--- config.mk ---
export PLATFORM = sky130hd
export DESIGN_NAME = stack_node_flat
export DESIGN_NICKNAME = d
export VERILOG_FILES = /design/src/rtl/stack_node_pkg.sv /design/src/rtl/stack_node_if.sv /design/src/rtl/stack_node_rr_arb4.sv /design/src/rtl/stack_node.sv /design/src/flat_wrapper.sv
export SDC_FILE = /design/constraint.sdc
export NUM_CORES = 1
export LEC_CHECK = 0
export BUFFER_PORTS_ARGS = -buffer_cell sky130_fd_sc_hd__buf_2
export CAP_MARGIN = 40
export CORE_AREA = 10 10 135 137
export DETAILED_ROUTE_END_ITERATION = 12
export DIE_AREA = 0 0 145 147
export GPL_TIMING_DRIVEN = 1
export HOLD_SLACK_MARGIN = 0.12
export PLACE_DENSITY = 0.65
export SYNTH_ARGS = -nofsm -noshare
export SYNTH_HDL_FRONTEND = slang
export SYNTH_SLANG_ARGS = --single-unit
--- constraint.sdc ---
create_clock -name clk_i -period 4.5 [get_ports clk_i]
set_input_delay 0.225 -clock clk_i [delete_from_list [all_inputs] [get_ports clk_i]]
set_output_delay 0.225 -clock clk_i [all_outputs]
set_load 0.02 [all_outputs]
--- src/rtl/stack_node_pkg.sv ---
// rtl/stack_node_pkg.sv - shared node-grid constants and FSM state encoding
package stack_node_pkg;
    localparam int NUM_PORTS = 4;
    localparam int DEF_DW    = 8;

    typedef enum logic {
        ST_IDLE   = 1'b0,
        ST_SETTLE = 1'b1
    } node_state_e;
endpackage

--- src/rtl/stack_node_if.sv ---
// rtl/stack_node_if.sv - four-port node-to-node write/read bundle
interface stack_node_if #(
    parameter int DW = stack_node_pkg::DEF_DW
) ();
    import stack_node_pkg::*;

    logic [NUM_PORTS-1:0][DW-1:0] wdata;
    logic [NUM_PORTS-1:0]         wval;
    logic [NUM_PORTS-1:0]         wresp;
    logic [NUM_PORTS-1:0][DW-1:0] rdata;
    logic [NUM_PORTS-1:0]         rrdy;
    logic [NUM_PORTS-1:0]         rresp;

    // slave: the storage node; master: the neighbouring compute nodes
    modport slave  (input wdata, wval, rresp, output wresp, rdata, rrdy);
    modport master (output wdata, wval, rresp, input wresp, rdata, rrdy);
endinterface

--- src/rtl/stack_node_rr_arb4.sv ---
// rtl/stack_node_rr_arb4.sv - 4-request round-robin arbiter, search starts at ptr_i
module rr_arb4 (
    input  logic [3:0] req_i,
    input  logic [1:0] ptr_i,
    output logic [3:0] gnt_o,
    output logic       valid_o
);
    logic [1:0] idx;
    logic       found;

    always_comb begin
        gnt_o = '0;
        found = 1'b0;
        idx   = '0;
        for (int i = 0; i < 4; i++) begin
            idx = ptr_i + 2'(i);
            if (!found && req_i[idx]) begin
                gnt_o[idx] = 1'b1;
                found      = 1'b1;
            end
        end
    end

    assign valid_o = |req_i;
endmodule

--- src/rtl/stack_node.sv ---
// rtl/stack_node.sv - four-port LIFO node sitting in the grid in place of a compute tile
module stack_node
    import stack_node_pkg::*;
#(
    parameter int DW    = DEF_DW,
    parameter int DEPTH = 15,
    localparam int CW   = $clog2(DEPTH + 1)
) (
    input  logic          clk_i,
    input  logic          rst_i,
    stack_node_if.slave   port_if,
    output logic [CW-1:0] count_o,
    output logic          full_o,
    output logic          empty_o
);
    node_state_e          state_q, state_d;
    logic [DW-1:0]        mem_q [DEPTH];
    logic [CW-1:0]        sp_q;
    logic [1:0]           optr_q;
    logic [1:0]           wptr_q;
    logic [NUM_PORTS-1:0] wresp_q;

    logic [NUM_PORTS-1:0] rrdy;
    logic [NUM_PORTS-1:0] gnt;
    logic                 gnt_valid;
    logic [1:0]           gnt_idx;
    logic [DW-1:0]        wsel;
    logic [DW-1:0]        top;
    logic                 pop, push;

    assign empty_o = (sp_q == '0);
    assign full_o  = (sp_q == CW'(DEPTH));
    assign count_o = sp_q;

    rr_arb4 u_arb (
        .req_i   (port_if.wval),
        .ptr_i   (wptr_q),
        .gnt_o   (gnt),
        .valid_o (gnt_valid)
    );

    always_comb begin
        gnt_idx = '0;
        wsel    = '0;
        for (int k = 0; k < NUM_PORTS; k++) begin
            if (gnt[k]) begin
                gnt_idx = 2'(k);
                wsel    = port_if.wdata[k];
            end
        end
    end

    // rrdy is only ever offered in IDLE, so a consume here implies IDLE
    assign pop  = |(rrdy & port_if.rresp);
    assign push = (state_q == ST_IDLE) && !pop && !full_o && gnt_valid;

    always_ff @(posedge clk_i) begin
        if (rst_i) state_q <= ST_IDLE;
        else       state_q <= state_d;
    end

    always_comb begin
        state_d = state_q;
        case (state_q)
            ST_IDLE:   if (pop || push) state_d = ST_SETTLE;
            ST_SETTLE: state_d = ST_IDLE;
            default:   state_d = ST_IDLE;
        endcase
    end

    always_comb begin
        top  = empty_o ? '0 : mem_q[sp_q - CW'(1)];
        rrdy = '0;
        if (state_q == ST_IDLE && !empty_o) rrdy[optr_q] = 1'b1;
        for (int k = 0; k < NUM_PORTS; k++) port_if.rdata[k] = top;
        port_if.rrdy  = rrdy;
        port_if.wresp = wresp_q;
    end

    always_ff @(posedge clk_i) begin
        if (rst_i) begin
            sp_q    <= '0;
            optr_q  <= '0;
            wptr_q  <= '0;
            wresp_q <= '0;
        end else begin
            optr_q  <= optr_q + 2'd1;
            wresp_q <= push ? gnt : '0;
            if (pop) begin
                sp_q <= sp_q - CW'(1);
            end else if (push) begin
                sp_q   <= sp_q + CW'(1);
                wptr_q <= gnt_idx + 2'd1;
            end
        end
    end

    // storage is not reset; contents past sp are never observed
    always_ff @(posedge clk_i) begin
        if (push) mem_q[sp_q] <= wsel;
    end
endmodule

--- src/flat_wrapper.sv ---
// flat-port wrapper written by rule: the top's interface ports become plain ports
module stack_node_flat import stack_node_pkg::*;
#(
    parameter int DW    = DEF_DW,
    parameter int DEPTH = 15,
    localparam int CW   = $clog2(DEPTH + 1)
)
  (clk_i, rst_i, count_o, full_o, empty_o, port_if_wdata, port_if_wval, port_if_rresp, port_if_wresp, port_if_rdata, port_if_rrdy);
  stack_node_if #(.DW(DW)) port_if_i ();
  input  logic clk_i;
  input  logic rst_i;
  output logic [CW-1:0] count_o;
  output logic full_o;
  output logic empty_o;
  input wire logic [$bits(port_if_i.wdata)-1:0] port_if_wdata;
  input wire logic [$bits(port_if_i.wval)-1:0] port_if_wval;
  input wire logic [$bits(port_if_i.rresp)-1:0] port_if_rresp;
  output wire logic [$bits(port_if_i.wresp)-1:0] port_if_wresp;
  output wire logic [$bits(port_if_i.rdata)-1:0] port_if_rdata;
  output wire logic [$bits(port_if_i.rrdy)-1:0] port_if_rrdy;
  assign port_if_i.wdata = port_if_wdata;
  assign port_if_i.wval = port_if_wval;
  assign port_if_i.rresp = port_if_rresp;
  assign port_if_wresp = port_if_i.wresp;
  assign port_if_rdata = port_if_i.rdata;
  assign port_if_rrdy = port_if_i.rrdy;
  stack_node #(.DW(DW), .DEPTH(DEPTH)) u_core (.clk_i(clk_i), .rst_i(rst_i), .port_if(port_if_i), .count_o(count_o), .full_o(full_o), .empty_o(empty_o));
endmodule
==> results of run 1 <==
final timing paths:
path / startpoint / endpoint / slack (ns) / depth (start not counted)
setup reg to reg: u_core.wptr_q[0] / u_core.mem_q[4][6] / 1.36 / 9
hold / removal: rst_i / u_core.optr_q[0] / 0.16 / 2
setup / recovery: u_core.count_o[0] / port_if_rdata[13] / 0.84 / 8
hold reg to reg: u_core.optr_q[0] / u_core.optr_q[0] / 0.48 / 1
kinds of logic after synthesis:
logic type / after synthesis / share of synthesized area, %
DFF: 133 / 62.9
and+or+nand+nor: 85 / 7.23
AOI/OAI and AO/OA: 64 / 8.17
buffers and inverters: 53 / 5.05
muxes: 44 / 12.9
adders and majority gates: 15 / 3.06
xor gates and xnor gates: 5 / 0.713
metal layers:
layer,wire length [µm],vias to the layer above
met5,0,-
met4,160,0
met3,1050,12
met2,6770,155
met1,6310,1879
li1,-,1695
worst register-to-register path, stage by stage, from the launching register on:
cell and delay (ns):
dfxtp_1 0.56, inv_1 0.15, ha_1 0.35, mux4_2 0.35, a21oi_1 0.28, a2111oi_4 0.13, or2_1 0.36, a221oi_1 0.35
a21oi_1 0.14, buf_4 0.21
registers in the layout, indices dropped and copies added, names as in the netlist:
name and cells:
u_core.mem_q 120, u_core.state_q 1, u_core.count_o 4, u_core.port_if.wresp 4
u_core.optr_q 2, u_core.wptr_q 2
metrics by stage:
stage | setup slack, ns | util [%] | hold slack (ns) | area [µm²] | instances
after global placement | 0.941 | 42.8 | 0.445 | 6680 | 670
after floorplan | 0.685 | - | 0.297 | 6140 | 399
final | 0.837 | 46.8 | 0.156 | 7300 | 705
after CTS | 0.784 | 46.8 | 0.144 | 7290 | 704
after detailed placement | 0.801 | 42.9 | 0.476 | 6700 | 672
after global routing | 0.515 | 46.8 | 0.164 | 7300 | 705
area by class of cell:
type,instances,area [µm²]
fill,1367,8300
sequential,133,3860
multi-input combinational,213,1980
timing repair buffer,102,556
clock buffer,18,429
tap,216,270
clock inverter,14,166
inverter,9,33.8
cell usage in the layout (no fill, tap or decap), types with 3 or more instances in the layout:
cell	netlist	routed
mux2i_1	16	16
clkbuf_16	0	17
a211oi_1	26	26
clkinvlp_4	0	3
mux4_2	28	28
buf_2	5	87
a221oi_1	8	8
a21oi_1	14	14
and4_1	3	3
and2_1	13	13
a22oi_1	5	5
inv_1	9	9
nor3_1	6	6
nand2_1	16	16
buf_4	24	14
dfxtp_1	13	12
ha_1	15	15
inv_6	0	5
nor2_1	27	27
and3_1	4	4
edfxtp_1	120	120
==> flow_metrics.tcl, run 1 <==
set metrics [dict create \
    tightestPinTransition_ns 0.705 \
    end_kind "output pin" \
    synthTopCellsByCount "edfxtp_1 (120), mux4_2 (28), nor2_1 (27)" \
    wl_per_cell_um 20.3 \
    grt_overflow 0 \
    grt_pass1_wl_um 22700 \
    htree_levels 4 \
    drtIter0Drc 232 \
    met3_usage_pct 4.76 \
    max_freq_ghz 0.273 \
    totalWireLength_um 14300 \
    post_cts_resized 0 \
    crit_chain "inv_1 -> ha_1 -> buf_4 -> nor2_1 -> a211oi_1 -> a211oi_1 -> a211oi_1 -> buf_2" \
    setup_violations 0 \
    antenna_cells 0 \
    relSlewSlack_pct 52.7 \
    syn_to_final_growth_pct 18.9 \
    port_buffers 87 \
    hold_violations 0 \
    cts_tree "yes" \
    post_cts_buffers 0 \
    vias 3741 \
    synth_cell_type_count 42 \
    drc 0 \
    grt_pass1_vias 4038 \
    worstPathRequired_ns 4.28 \
    status "finished, final reports clean" \
    initial_utilization_pct 39.4 \
    gr-max-usage-layer "met2" \
    start_kind "register" \
    die_x_um 145 \
    cp_num_buf_inv 3 \
    crit_family "buffers and inverters" \
    die_height_um 147 \
    ios 88 \
    synthMostInstantiatedCell "edfxtp_1" \
    place_congestion 0.813 \
    cts_buffer_depth 2 \
    maxCapViolCount 0 \
    nets 533 \
    grt_start_max_net_pins 26 \
    row_count 46 \
    hpwl_um 10100 \
    synth_area_leader_cell "edfxtp_1" \
    antenna_left 0 \
    synth.avg_cell_area_um2 15.4 \
    grtUsageTotal_pct 13.6 \
    path_common_cell "a211oi_1" \
    synthTopCellsByArea "edfxtp_1 (59%), mux4_2 (10%), dfxtp_1 (4.2%)" \
    synthCells 399 \
    syn_area_um2 6140 \
    worstSkewPairLatency_ns 0.41 \
    cts_root_buf "clkbuf_16" \
    core_area_um2 15600 \
    synth_top_area_share_pct 58.7 \
    synth_nets 456 \
    holdBufCountCts 0 \
    via_per_inst 5.31 \
    async_reset_ff_share_pct 0 \
    antenna_found_initial 0 \
    ys_warn_count 0 \
    clkTransAtPathRegs_ns 0.06 \
    critPathArrivalTime_ns 3.44 \
    synth_edf_count 120 \
    first_pass_iters 5 \
    grt.met1_usage_pct 17.0 \
    clock_skew_ns 0.0124 \
    critical_path_class "register to output pin" \
    timing.final.crit_share_pct 81.4 \
    met2_usage_pct 21.4 \
    cp_slowest_stage_delay_ns 0.66 \
    die_area_um2 21300 \
    cts_made_buffers 17 \
    hold_path.class "input pin to register" \
    ys_seq_area_share_pct 62.9 \
    critPathSlowestCell "ha_1" \
    synth_flop_cell "edfxtp_1" \
    rsz0062_at_grt "false" \
    final_max_slew_viol_count 0 \
    ys_ff_latch 133 \
    fin_crit_ns 3.66 \
    final_layout_size_suffix_gt1_share_pct 34.8 \
    cp_max_fo 23 \
    finalSetupTns_ns 0 \
    cts.sink_count 133 \
]
Power of run 1 is not shown: default switching activity piles up to over one toggle a cycle in this logic, so the estimate is an artifact.
==> run 2, diff against run 1 <==
--- a/config.mk
+++ b/config.mk
@@ -12,7 +12,7 @@
 export DIE_AREA = 0 0 145 147
 export GPL_TIMING_DRIVEN = 1
 export HOLD_SLACK_MARGIN = 0.12
-export PLACE_DENSITY = 0.65
+export PLACE_DENSITY = 0.67
 export SYNTH_ARGS = -nofsm -noshare
 export SYNTH_HDL_FRONTEND = slang
 export SYNTH_SLANG_ARGS = --single-unit
==> constraint.sdc (replaced) <==
create_clock -name clk_i -period 3.2 [get_ports clk_i]
set_input_delay 0.16 -clock clk_i [delete_from_list [all_inputs] [get_ports clk_i]]
set_output_delay 0.16 -clock clk_i [all_outputs]
set_load 0.02 [all_outputs]
==> run 2 against run 1 <==
Effect of this change: global-route usage rose by 0.13 points; cell area rose by 3.7%; sequential cell count did not move; via count fell by 0.21%; sequential share of layout area fell by 1.9 points; first-iteration DRC count rose by 41%; hold slack improved by 0.091 ns; core utilization rose by 1.7 points; register-to-register slack got worse by 1.1 ns; critical path depth fell by 2; clock skew fell by 0.0077 ns; clock-buffer cell count rose by 4; critical endpoint is now u_core.mem_q[4][6].
==> flow_metrics.tcl, run 2 (synthesis gave the netlist of run 1 again) <==
set metrics [dict create \
    status "finished, final reports clean" \
    hold_violations 0 \
    post-route-util_pct 48.5 \
    wl_per_cell_um 20.1 \
    antenna_left 0 \
    worstSkewPairLatency_ns 0.42 \
    grt_pass1_vias 4026 \
    rsz0062_at_grt "false" \
    regMostFlops "u_core.mem_q" \
    tightestPinTransition_ns 0.628 \
    grt_start_max_net_pins 40 \
    initial_utilization_pct 39.4 \
    worstPathRequired_ns 3.25 \
    hold_path.class "input pin to register" \
    gr-max-usage-layer "met2" \
    first_pass_iters 5 \
    clkTransAtPathRegs_ns 0.06 \
    die_area_um2 21300 \
    core_area_um2 15600 \
    port_buffers 87 \
    totalWireLength_um 14300 \
    setup_violations 0 \
    final_max_slew_viol_count 0 \
    drc 0 \
    row_count 46 \
    grt.met1_usage_pct 15.4 \
    fin_crit_ns 2.99 \
    grt_pass1_wl_um 22700 \
    nFillCells 1338 \
    drtIter0Drc 327 \
    met3_usage_pct 5.04 \
    cts_made_buffers 17 \
    critPathSlowestCell "and2_1" \
    place_congestion 0.853 \
    vias 3733 \
    cts_buffer_depth 2 \
    antenna_cells 0 \
    cts_root_buf "clkbuf_16" \
    grtUsageTotal_pct 13.7 \
    critPathArrivalTime_ns 3.04 \
    htree_levels 4 \
    cp_max_fo 9 \
    max_freq_ghz 0.335 \
    layout_commonest_cell "edfxtp_1" \
    start_kind "register" \
    clock_skew_ns 0.00468 \
    nets 541 \
    via_per_inst 5.24 \
    syn_to_final_growth_pct 23.2 \
    maxCapViolCount 0 \
    die_height_um 147 \
    hpwl_um 9670 \
    grt_overflow 0 \
    crit_family "simple AND/OR/NAND/NOR gates" \
    timing.final.crit_share_pct 93.3 \
    cts_tree "yes" \
    end_kind "register" \
    largest_reg_flops 120 \
    cp_slowest_stage_delay_ns 0.53 \
    crit_chain "ha_1 -> and3_1 -> or3_1 -> or2_2 -> nor3b_1 -> and2_1" \
    die_x_um 145 \
    final_layout_size_suffix_gt1_share_pct 38.4 \
    cts.sink_count 133 \
    ios 88 \
    cp_num_buf_inv 0 \
    relSlewSlack_pct 58.1 \
    met2_usage_pct 23.7 \
    antenna_found_initial 0 \
    critical_path_class "register to register" \
    final_cell_mix "edfxtp_1 (120), buf_2 (87), mux4_2 (28), nor2_1 (27), buf_4 (19)" \
]
[run 2: cell types whose count changed in the layout (fill, tap and decap cells not counted), moves of 2 or more]
cell,delta
a21oi_4,+4
a211oi_2,+6
a21oi_1,-4
a211oi_1,-14
buf_4,+5
a211oi_4,+8
inv_8,-2
clkinv_2,+2
inv_6,-5
clkbuf_1,+4
clkinv_1,+2
buf_12,+3
[run 2: repair_timing]
action,in CTS,in global routing
hold buffers,1,0
buffers inserted,0,1
endpoints found under the hold margin,8,0
resized for setup,4,5
setup endpoints to repair,60,90
[run 2: final timing paths]
path | endpoint | startpoint | cells after the start | slack [ns]
worst max-delay path | u_core.mem_q[4][6] | u_core.count_o[0] | 6 | 0.21
worst min-delay path | u_core.mem_q[5][1] | port_if_wdata[1] | 3 | 0.25
worst max register to register | u_core.mem_q[4][6] | u_core.count_o[0] | 6 | 0.21
worst min register to register | u_core.optr_q[0] | u_core.optr_q[0] | 1 | 0.47
[run 2: metrics by stage]
step | cell area [µm²] | setup slack [ns] | hold slack, ns | TNS [ns] | instances
3_5_place_dp | 6920 | -0.258 | 0.457 | -13.46 | 679
4_1_cts | 7520 | 0.0355 | 0.239 | 0 | 712
3_3_place_gp | 6920 | -0.0297 | 0.449 | -0.640 | 679
6_report | 7570 | 0.213 | 0.248 | 0 | 713
2_1_floorplan | 6290 | -0.0367 | 0.232 | -0.312 | 399
5_1_grt | 7570 | 0.0611 | 0.252 | 0 | 713
[run 2: per-layer routing]
metal	vias up	wire length [µm]	share of wire [%]
li1	1698	-	-
met1	1873	5770	40
met2	148	7390	52
met3	14	1010	7.0
met4	0	155	1.1
met5	-	0	0
[run 2: layout make-up]
cell class                 count  area (µm²)  share of cell area (%)
inverter                       9        33.8                   0.446
clock inverter                10         131                    1.74
timing repair buffer         110         648                    8.56
multi-input combinational    213        2170                    28.7
tap                          216         270                    3.57
clock buffer                  22         444                    5.87
sequential                   133        3870                    51.1
[run 2: worst register-to-register path: cells and delay by family (launching register included)]
kind | cells | cell delay, ns
AND/OR/NAND/NOR | 5 | 1.98
flip-flops | 1 | 0.35
adder cells (fa/ha/maj) | 1 | 0.28
Power of run 2 is left out for the same reason.
